[src/rtl/mem_bus_arbiter_pkg.sv]
// Shared definitions for the two-port RAM arbiter: FSM encodings and port indices.
package mem_arb_defs;

  // Requester indices; also the value carried on owner and stored as "last served".
  localparam logic PORT_CPU = 1'b0;
  localparam logic PORT_IO  = 1'b1;

  // Transfer sequencer states, encoding is visible on disp_state.
  typedef enum logic [1:0] {
    ARB_IDLE   = 2'd0,
    ARB_ADDR   = 2'd1,
    ARB_ACCESS = 2'd2,
    ARB_DONE   = 2'd3
  } arb_state_t;

  // Grant picker: a lone request wins outright, a tie goes to the port not served last.
  function automatic logic rr_winner(input logic [1:0] req, input logic last);
    logic gnt;
    gnt = PORT_CPU;
    case (req)
      2'b10:   gnt = PORT_IO;
      2'b11:   gnt = ~last;
      default: gnt = PORT_CPU;
    endcase
    return gnt;
  endfunction

endpackage

[src/rtl/mem_bus_arbiter_if.sv]
// Bundle of the two requester handshakes plus the single RAM port.
// slave  : the arbiter side (samples requests, drives acks/read data/RAM controls).
// master : the environment side (requesters and the RAM itself).
interface mem_bus_arbiter_if #(
  parameter int word_width = 16,
  parameter int addr_width = 16
);

  // Port 0 (CPU control unit)
  logic                  req0;
  logic                  we0;
  logic [addr_width-1:0] addr0;
  logic [word_width-1:0] wdata0;
  logic                  ack0;
  logic [word_width-1:0] rdata0;

  // Port 1 (IO/DMA engine)
  logic                  req1;
  logic                  we1;
  logic [addr_width-1:0] addr1;
  logic [word_width-1:0] wdata1;
  logic                  ack1;
  logic [word_width-1:0] rdata1;

  // Shared RAM port
  logic [addr_width-1:0] ram_addr;
  logic [word_width-1:0] ram_wdata;
  logic [word_width-1:0] ram_rdata;
  logic                  ram_oe;
  logic                  ram_we;

  modport slave (
    input  req0, we0, addr0, wdata0,
    input  req1, we1, addr1, wdata1,
    input  ram_rdata,
    output ack0, rdata0, ack1, rdata1,
    output ram_addr, ram_wdata, ram_oe, ram_we
  );

  modport master (
    output req0, we0, addr0, wdata0,
    output req1, we1, addr1, wdata1,
    output ram_rdata,
    input  ack0, rdata0, ack1, rdata1,
    input  ram_addr, ram_wdata, ram_oe, ram_we
  );

endinterface

[src/rtl/mem_bus_arbiter_rr_pick2.sv]
// Combinational 2-way round-robin picker: who gets the RAM next, and whether anyone asked.
module rr_pick2
  import mem_arb_defs::*;
(
  input  logic [1:0] i_req,
  input  logic       i_last,
  output logic       o_gnt,
  output logic       o_valid
);

  // Winner selection; o_gnt is only meaningful while o_valid is high.
  always_comb begin
    o_valid = |i_req;
    o_gnt   = rr_winner(i_req, i_last);
  end

endmodule

[src/rtl/mem_bus_arbiter.sv]
// Two-port RAM arbiter: one word per grant, sequenced as address phase,
// access phase with programmable wait states, then a one-cycle ack.
//
//  state      | meaning
//  -----------+--------------------------------------------------------------
//  ARB_IDLE   | no transfer; pick a winner and latch its operands
//  ARB_ADDR   | address/data presented to RAM, strobes low, load wait counter
//  ARB_ACCESS | strobes active; count down wait states, capture read data last
//  ARB_DONE   | ack pulse to the owner, remember it for the next tie
module mem_bus_arbiter
  import mem_arb_defs::*;
#(
  parameter int word_width  = 16,
  parameter int addr_width  = 16,
  parameter int wait_states = 1,
  parameter int state_width = 16
) (
  input  logic                   clk,
  input  logic                   rst,
  mem_bus_arbiter_if.slave       bus,
  output logic                   busy,
  output logic                   owner,
  output logic [state_width-1:0] disp_state
);

  // Counter is at least one bit so that wait_states=0 still builds.
  localparam int CNT_W = (wait_states > 0) ? $clog2(wait_states + 1) : 1;

  arb_state_t            r_state;
  arb_state_t            w_state_nxt;

  logic                  r_last;
  logic                  r_owner;
  logic                  r_op_we;
  logic [CNT_W-1:0]      r_cnt;
  logic [addr_width-1:0] r_ram_addr;
  logic [word_width-1:0] r_ram_wdata;
  logic [word_width-1:0] r_rdata0;
  logic [word_width-1:0] r_rdata1;

  logic                  w_pick_gnt;
  logic                  w_pick_valid;
  logic                  w_grant;
  logic                  w_cnt_load;
  logic                  w_cnt_dec;
  logic                  w_rd_capture;
  logic                  w_last_load;
  logic                  w_ram_oe;
  logic                  w_ram_we;
  logic                  w_ack0;
  logic                  w_ack1;
  logic                  w_busy;

  rr_pick2 u_rr_pick2 (
    .i_req   ({bus.req1, bus.req0}),
    .i_last  (r_last),
    .o_gnt   (w_pick_gnt),
    .o_valid (w_pick_valid)
  );

  // State register; synchronous active-low reset abandons any transfer in flight.
  always_ff @(posedge clk) begin
    if (!rst) begin
      r_state <= ARB_IDLE;
    end else begin
      r_state <= w_state_nxt;
    end
  end

  // Next-state and Moore output decode; strobes and acks come straight from the state register.
  always_comb begin
    w_state_nxt  = r_state;
    w_grant      = 1'b0;
    w_cnt_load   = 1'b0;
    w_cnt_dec    = 1'b0;
    w_rd_capture = 1'b0;
    w_last_load  = 1'b0;
    w_ram_oe     = 1'b0;
    w_ram_we     = 1'b0;
    w_ack0       = 1'b0;
    w_ack1       = 1'b0;
    w_busy       = 1'b1;

    case (r_state)
      ARB_IDLE: begin
        w_busy = 1'b0;
        if (w_pick_valid) begin
          w_grant     = 1'b1;
          w_state_nxt = ARB_ADDR;
        end
      end

      ARB_ADDR: begin
        w_cnt_load  = 1'b1;
        w_state_nxt = ARB_ACCESS;
      end

      ARB_ACCESS: begin
        // Reads hold OE for the whole access; writes strobe only once the RAM has had its wait states.
        w_ram_oe = ~r_op_we;
        w_ram_we = r_op_we & (r_cnt == '0);
        if (r_cnt != '0) begin
          w_cnt_dec = 1'b1;
        end else begin
          w_rd_capture = ~r_op_we;
          w_state_nxt  = ARB_DONE;
        end
      end

      ARB_DONE: begin
        w_ack0      = (r_owner == PORT_CPU);
        w_ack1      = (r_owner == PORT_IO);
        w_last_load = 1'b1;
        w_state_nxt = ARB_IDLE;
      end

      default: begin
        // Unreachable with a 2-bit encoding, kept so any corruption falls back quietly.
        w_busy      = 1'b0;
        w_state_nxt = ARB_IDLE;
      end
    endcase
  end

  // Operand latch, wait counter, per-port read data and round-robin memory.
  always_ff @(posedge clk) begin
    if (!rst) begin
      r_last      <= PORT_IO;
      r_owner     <= PORT_CPU;
      r_op_we     <= 1'b0;
      r_cnt       <= '0;
      r_ram_addr  <= '0;
      r_ram_wdata <= '0;
      r_rdata0    <= '0;
      r_rdata1    <= '0;
    end else begin
      if (w_grant) begin
        r_owner     <= w_pick_gnt;
        r_op_we     <= (w_pick_gnt == PORT_IO) ? bus.we1    : bus.we0;
        r_ram_addr  <= (w_pick_gnt == PORT_IO) ? bus.addr1  : bus.addr0;
        r_ram_wdata <= (w_pick_gnt == PORT_IO) ? bus.wdata1 : bus.wdata0;
      end

      if (w_cnt_load) begin
        r_cnt <= CNT_W'(wait_states);
      end else if (w_cnt_dec) begin
        r_cnt <= r_cnt - 1'b1;
      end

      // Only the owner's read register moves; the other port keeps its last word.
      if (w_rd_capture) begin
        if (r_owner == PORT_IO) begin
          r_rdata1 <= bus.ram_rdata;
        end else begin
          r_rdata0 <= bus.ram_rdata;
        end
      end

      if (w_last_load) begin
        r_last <= r_owner;
      end
    end
  end

  assign bus.ack0      = w_ack0;
  assign bus.ack1      = w_ack1;
  assign bus.rdata0    = r_rdata0;
  assign bus.rdata1    = r_rdata1;
  assign bus.ram_addr  = r_ram_addr;
  assign bus.ram_wdata = r_ram_wdata;
  assign bus.ram_oe    = w_ram_oe;
  assign bus.ram_we    = w_ram_we;

  assign busy       = w_busy;
  assign owner      = r_owner;
  assign disp_state = state_width'(r_state);

endmodule

[src/flat_wrapper.sv]
// flat-port wrapper written by rule: the top's interface ports become plain ports
module mem_bus_arbiter_flat import mem_arb_defs::*;
#(
  parameter int word_width  = 16,
  parameter int addr_width  = 16,
  parameter int wait_states = 1,
  parameter int state_width = 16
)
  (clk, rst, busy, owner, disp_state, bus_req0, bus_we0, bus_addr0, bus_wdata0, bus_req1, bus_we1, bus_addr1, bus_wdata1, bus_ram_rdata, bus_ack0, bus_rdata0, bus_ack1, bus_rdata1, bus_ram_addr, bus_ram_wdata, bus_ram_oe, bus_ram_we);
  mem_bus_arbiter_if #(.word_width(word_width), .addr_width(addr_width)) bus_i ();
  input  logic clk;
  input  logic rst;
  output logic busy;
  output logic owner;
  output logic [state_width-1:0] disp_state;
  input wire logic [$bits(bus_i.req0)-1:0] bus_req0;
  input wire logic [$bits(bus_i.we0)-1:0] bus_we0;
  input wire logic [$bits(bus_i.addr0)-1:0] bus_addr0;
  input wire logic [$bits(bus_i.wdata0)-1:0] bus_wdata0;
  input wire logic [$bits(bus_i.req1)-1:0] bus_req1;
  input wire logic [$bits(bus_i.we1)-1:0] bus_we1;
  input wire logic [$bits(bus_i.addr1)-1:0] bus_addr1;
  input wire logic [$bits(bus_i.wdata1)-1:0] bus_wdata1;
  input wire logic [$bits(bus_i.ram_rdata)-1:0] bus_ram_rdata;
  output wire logic [$bits(bus_i.ack0)-1:0] bus_ack0;
  output wire logic [$bits(bus_i.rdata0)-1:0] bus_rdata0;
  output wire logic [$bits(bus_i.ack1)-1:0] bus_ack1;
  output wire logic [$bits(bus_i.rdata1)-1:0] bus_rdata1;
  output wire logic [$bits(bus_i.ram_addr)-1:0] bus_ram_addr;
  output wire logic [$bits(bus_i.ram_wdata)-1:0] bus_ram_wdata;
  output wire logic [$bits(bus_i.ram_oe)-1:0] bus_ram_oe;
  output wire logic [$bits(bus_i.ram_we)-1:0] bus_ram_we;
  assign bus_i.req0 = bus_req0;
  assign bus_i.we0 = bus_we0;
  assign bus_i.addr0 = bus_addr0;
  assign bus_i.wdata0 = bus_wdata0;
  assign bus_i.req1 = bus_req1;
  assign bus_i.we1 = bus_we1;
  assign bus_i.addr1 = bus_addr1;
  assign bus_i.wdata1 = bus_wdata1;
  assign bus_i.ram_rdata = bus_ram_rdata;
  assign bus_ack0 = bus_i.ack0;
  assign bus_rdata0 = bus_i.rdata0;
  assign bus_ack1 = bus_i.ack1;
  assign bus_rdata1 = bus_i.rdata1;
  assign bus_ram_addr = bus_i.ram_addr;
  assign bus_ram_wdata = bus_i.ram_wdata;
  assign bus_ram_oe = bus_i.ram_oe;
  assign bus_ram_we = bus_i.ram_we;
  mem_bus_arbiter #(.word_width(word_width), .addr_width(addr_width), .wait_states(wait_states), .state_width(state_width)) u_core (.clk(clk), .rst(rst), .bus(bus_i), .busy(busy), .owner(owner), .disp_state(disp_state));
endmodule
[config.mk]
export PLATFORM = sky130hd
export DESIGN_NAME = mem_bus_arbiter_flat
export DESIGN_NICKNAME = d
export VERILOG_FILES = /design/src/rtl/mem_bus_arbiter_pkg.sv /design/src/rtl/mem_bus_arbiter_if.sv /design/src/rtl/mem_bus_arbiter_rr_pick2.sv /design/src/rtl/mem_bus_arbiter.sv /design/src/flat_wrapper.sv
export SDC_FILE = /design/constraint.sdc
export NUM_CORES = 1
export LEC_CHECK = 0
export BUFFER_PORTS_ARGS = -buffer_cell sky130_fd_sc_hd__buf_2
export CAP_MARGIN = 5
export CORE_ASPECT_RATIO = 1.1
export CORE_UTILIZATION = 46
export CTS_BUF_LIST = sky130_fd_sc_hd__clkbuf_4
export DETAILED_ROUTE_END_ITERATION = 10
export HOLD_SLACK_MARGIN = 0.06
export PLACE_DENSITY_LB_ADDON = 0.05
export SLEW_MARGIN = 15
export SYNTH_ARGS = -nofsm -noshare
export SYNTH_HDL_FRONTEND = slang
export SYNTH_SLANG_ARGS = --single-unit
export TNS_END_PERCENT = 100
[constraint.sdc]
create_clock -name clk -period 2.25 [get_ports clk]
set_clock_uncertainty 0.15 [all_clocks]
set_input_delay 0.45 -clock clk [delete_from_list [all_inputs] [get_ports clk]]
set_output_delay 0.45 -clock clk [all_outputs]
set_load 0.01 [all_outputs]
==> Word level (Yosys, flattened, before mapping) <==
Index checks and enable logic that the tools add are counted.
{ "totals": {"rom_bits": 0, "latch_bits": 0, "ramBits": 0, "memories": 0, "word_cells": 50, "register_bits": 70} }
{ "op_classes": {"shift": 0, "n_addsub": 1, "eq_ne": 7, "reduce_logical": 6, "magnitude_cmp": 0, "bitwise": 5, "muxes": 22, "div": 0, "multipliers": 0} }
{ "op_table": {"columns": ["operator", "n"], "rows": [
  ["2-to-1 mux 16 bit", 2],
  ["2-to-1 mux 1 bit", 16],
  ["equality test 2 bit (second input constant)", 4],
  ["case mux 2 bit (4 select lines)", 1],
  ["AND reduction 2 bit", 3],
  ["2-to-1 mux 2 bit", 2],
  ["!= test 2 bit (second input constant)", 2],
  ["inverter 1 bit", 4],
  ["equality test 2 x 1 -> 1 bit (second input constant)", 1],
  ["zero test 2 bit", 1],
  ["case mux 1 bit (2 select lines)", 1],
  ["nonzero test 2 bit", 1],
  ["OR reduction 2 bit", 1],
  ["bitwise AND 1 bit", 1],
  ["subtractor 1 bit (second input constant)", 1]
]} }

==> Depth between registers and ports, before layout <==
{ "depth": {"word_depth": 4, "mapped_depth": 7} }

==> Modules after synthesis <==
A second synthesis with hierarchy kept.
{ "unflattened": {"cells_unflattened": 342, "hier_area_um2": 3032.9} }
{ "by_module_without_submodules": {"columns": ["module", "seq_area_each_um2", "n_inst", "area_per_inst_um2", "cells_per_inst"], "rows": [
  ["mem_bus_arbiter", 1401.3, 1, 3019.1, 340],
  ["rr_pick2", 0.0, 1, 13.8, 2]
]} }

==> Worst setup path after synthesis <==
OpenSTA, ideal clock, no wires.
{ "synth_timing": {"kind": "register to register", "from": "register u_core.r_state[0]", "to": "register u_core.r_rdata0[12], in the netlist u_core.bus.rdata0[12]", "period_less_slack_ns": 1.787, "setup_slack_ns": 0.463, "stages_incl_launch_ff": 8, "setup_time_ns": 0.114, "t_required_ns": 1.986, "arrival_ns": 1.523, "cell_sequence": "dfxtp_1 inv_1 ha_1 or4b_1 buf_2 buf_6 nand3_2 o21ai_2"} }
{ "synth_via": {"elab_chain_len": 3} }
{ "synth_rtl": {"columns": ["element", "line_no", "source"], "rows": [
  ["start, declared", "mem_bus_arbiter.sv:29", "arb_state_t r_state;"],
  ["start signal, assigned", "mem_bus_arbiter.sv:66", "r_state <= w_state_nxt;"],
  ["equality test 2 bit", "mem_bus_arbiter.sv:84", "case (r_state)"],
  ["2-to-1 mux 1 bit", "mem_bus_arbiter.sv:84", null],
  ["AND reduction 2 bit (no source line)", null, null],
  ["end signal, assigned", "mem_bus_arbiter.sv:155", "r_rdata0 <= bus.ram_rdata;"],
  ["end, declared", "mem_bus_arbiter.sv:38", "logic [word_width-1:0] r_rdata0;"]
]} }
No other way between the ends.
A chain may end at the register's enable or synchronous reset.

==> Final worst setup path <==
{ "layout_timing": {"from": "register u_core.r_state[0]", "to": "output bus_ram_we"} }
{ "layout_via": {"elab_chain_len": 2} }
{ "layout_rtl": {"columns": ["element", "line_no", "source"], "rows": [
  ["equality test 2 bit", "mem_bus_arbiter.sv:84", null],
  ["2-to-1 mux 1 bit", "mem_bus_arbiter.sv:84", null],
  ["end, declared", "flat_wrapper.sv:32", "output wire logic [$bits(bus_i.ram_we)-1:0] bus_ram_we;"]
]} }
No other way between the ends.

==> qor.yml <==
async_flop_share: 0
outcome: "complete, no violations"
fp.dieH_um: 88.1
htree_levels: 3
syn_inst: 376
grt-ovfl-total: 0
path_clk_slew_ps: 130
drt_iter0_drc: 133
grt_pass1_wl_mm: 11.6
r2r_cells: 6
clock_latency_ps: 400
via_per_inst: 5.08
setup_viol_count_final: 0
fill_cells: 636
gp_congestion: 0.784
r2r_end: "u_core.bus.rdata0[1]"
worst_pin_slew_ps: 581
die_area_mm2: 0.00706
nNetsFinal: 610
area_growth_pct: 29.7
ys_warn_count: 0
fp.dieW_um: 80.2
cts.sinks: 70
drive_above_1_share: 0.410
worst_hold_path_type: "in2reg"
post-route-min-period_ps: 2110
ir_drop_mv: 0.576
postRouteAntennaNets: 0
wl_mm: 7.56
drv_cap: 0
cts_tree: "built"
holdPathEnd: "u_core.bus.rdata1[10]"
row_count: 31
hpwl_mm: 5.27
yosysTopAreaCellShare: 0.453
post-synth-top-count-cell: "dfxtp_1"
cts_resized: 0
ys_types: 30
track_usage: 0.214
ys.flop_type: "dfxtp_1"
critPathArrivalTime_ps: 1510
leakage_nw: 1.97
synth_commonest_cells: "dfxtp_1, a21oi_1, nand2_1"
startpoint: "u_core.r_state[0]"
relSlewSlack: 0.613
drc_errors: 0
synthTopCellsByArea: "dfxtp_1, a21oi_1, nand2_1"
pin_count: 172
avgRoutedWirePerCell_um: 12.5
cp.required_ps: 1650
synth_edf_count: 0
fp.coreArea_mm2: 0.00656
io_buffers: 157
syn_area_per_cell_um2: 8.24
multi_input_area_mm2: 0.00147
cts_buffers: 9
antenna_found_initial: 0
cts_buffer_depth: 2
yosysSeqAreaShare: 0.453
hold_depth: 3
rsz0062_at_grt: "false"
fin_tns_setup_ps: 0
end_kind: "output port"
criticalPathCategory: "reg2out"
fmax_mhz: 474
dr.pass1.iters: 4
ys_ff_latch: 70
netlist_area_mm2: 0.00310
ctsHoldBuffers: 0
synth_largest_area_cell: "dfxtp_1"
crit_fanout: 7
drv_slew: 0
min_from: "bus_ram_rdata[10]"
start_util: 0.472
via_count: 3078
hold_violations: 0
n_antenna_cell: 0
cp-start-kind: "flip-flop"
r2r-start: "u_core.r_state[0]"
hold-worst-slack_ps: 104
r2r_slack_ps: 220
power_density_mw_per_mm2: 996
grt_pass1_vias: 2610
grt_max_degree: 52
regArea_mm2: 0.00140
final.period_utilization: 0.937
cts_root_buf: "clkbuf_4"
cts_setup_buffers: 0
==> logic make-up after synthesis <==
kind of cell             Yosys count  synth area share
buffers and inverters             49            0.0885
multiplexers                       1           0.00323
other                              1           0.00121
adder cells (fa/ha/maj)            5            0.0202
flip-flops                        70             0.453
AND/OR/NAND/NOR                  109             0.179
AO/OA/AOI/OAI                    141             0.255
==> area by class of cell <==
cell class | count | share of cell area
Multi-Input combinational cell | 270 | 0.367
Inverter | 4 | 0.00374
Clock buffer | 9 | 0.0168
Sequential cell | 70 | 0.349
Clock inverter | 7 | 0.0221
Timing Repair Buffer | 164 | 0.216
Tap cell | 82 | 0.0256
==> sequential cells by signal (all words and copies together), names as in the netlist <==
register              flops
u_core.r_last             1
u_core.owner              1
u_core.bus.ram_wdata     16
u_core.r_cnt              1
u_core.r_op_we            1
u_core.bus.rdata0        16
u_core.r_state            2
u_core.bus.ram_addr      16
u_core.bus.rdata1        16
==> layout by cell type (no fill, tap or decap), drive strengths merged <==
| master | synthesis | routed |
|---|---|---|
| a22oi | 1 | 1 |
| nand2 | 68 | 68 |
| and4bb | 1 | 1 |
| clkbuf | 14 | 9 |
| a21boi | 1 | 1 |
| clkinv | 0 | 5 |
| conb | 1 | 14 |
| o31a | 1 | 1 |
| ha | 5 | 5 |
| bufinv | 0 | 2 |
| nor3b | 1 | 1 |
| and3b | 1 | 1 |
| nor2 | 1 | 1 |
| o21ai | 66 | 66 |
| a21oi | 68 | 68 |
| dfxtp | 70 | 70 |
| o21a | 3 | 3 |
| buf | 31 | 164 |
| inv | 4 | 4 |
| mux2i | 1 | 1 |
| or4b | 1 | 1 |
| nor2b | 2 | 2 |
| a21bo | 1 | 1 |
| and2 | 1 | 1 |
| nand3 | 32 | 32 |
| and2b | 1 | 1 |
==> per-layer routing <==
| metal | up-vias | global-route usage | share of wire |
|---|---|---|---|
| met5 | - | 0 | 0 |
| met4 | 0 | 0.0974 | 0.011 |
| met3 | 7 | 0.0552 | 0.067 |
| met2 | 104 | 0.375 | 0.48 |
| met1 | 1421 | 0.244 | 0.44 |
| li1 | 1546 | - | - |
==> power breakdown <==
part / total, W / leakage, nW / switching, W / internal (W)
sequential: 0.00167 / 0.574 / 0.000150 / 0.00152
clock: 0.000900 / 0.0894 / 0.000454 / 0.000445
combinational: 0.00143 / 1.31 / 0.000863 / 0.000567
==> stage by stage <==
step | std cells | area, um^2 | power [W] | setup slack [ps] | util
floorplan | 389 | 3150 | 0.00262 | 463 | -
global placement | 590 | 3860 | 0.00311 | 304 | 0.589
detailed placement | 590 | 3860 | 0.00313 | 219 | 0.589
CTS | 606 | 4020 | 0.00404 | 105 | 0.613
global route | 606 | 4020 | 0.00429 | 13.0 | 0.613
finish | 606 | 4020 | 0.00400 | 142 | 0.613
==> worst max-delay path: stages, from the launching register on <==
cell and delay, ps:
dfxtp_1 410, inv_1 100, ha_1 270, and3b_1 190, buf_2 130
==> worst max-delay path by stage <==
stage,to
floorplan,u_core.bus.rdata0[12]
global placement,u_core.bus.rdata0[1]
detailed placement,u_core.bus.rdata0[0]
CTS,bus_ram_we
global route,bus_ram_we
finish,bus_ram_we
Power figures use the tool's default switching activity.
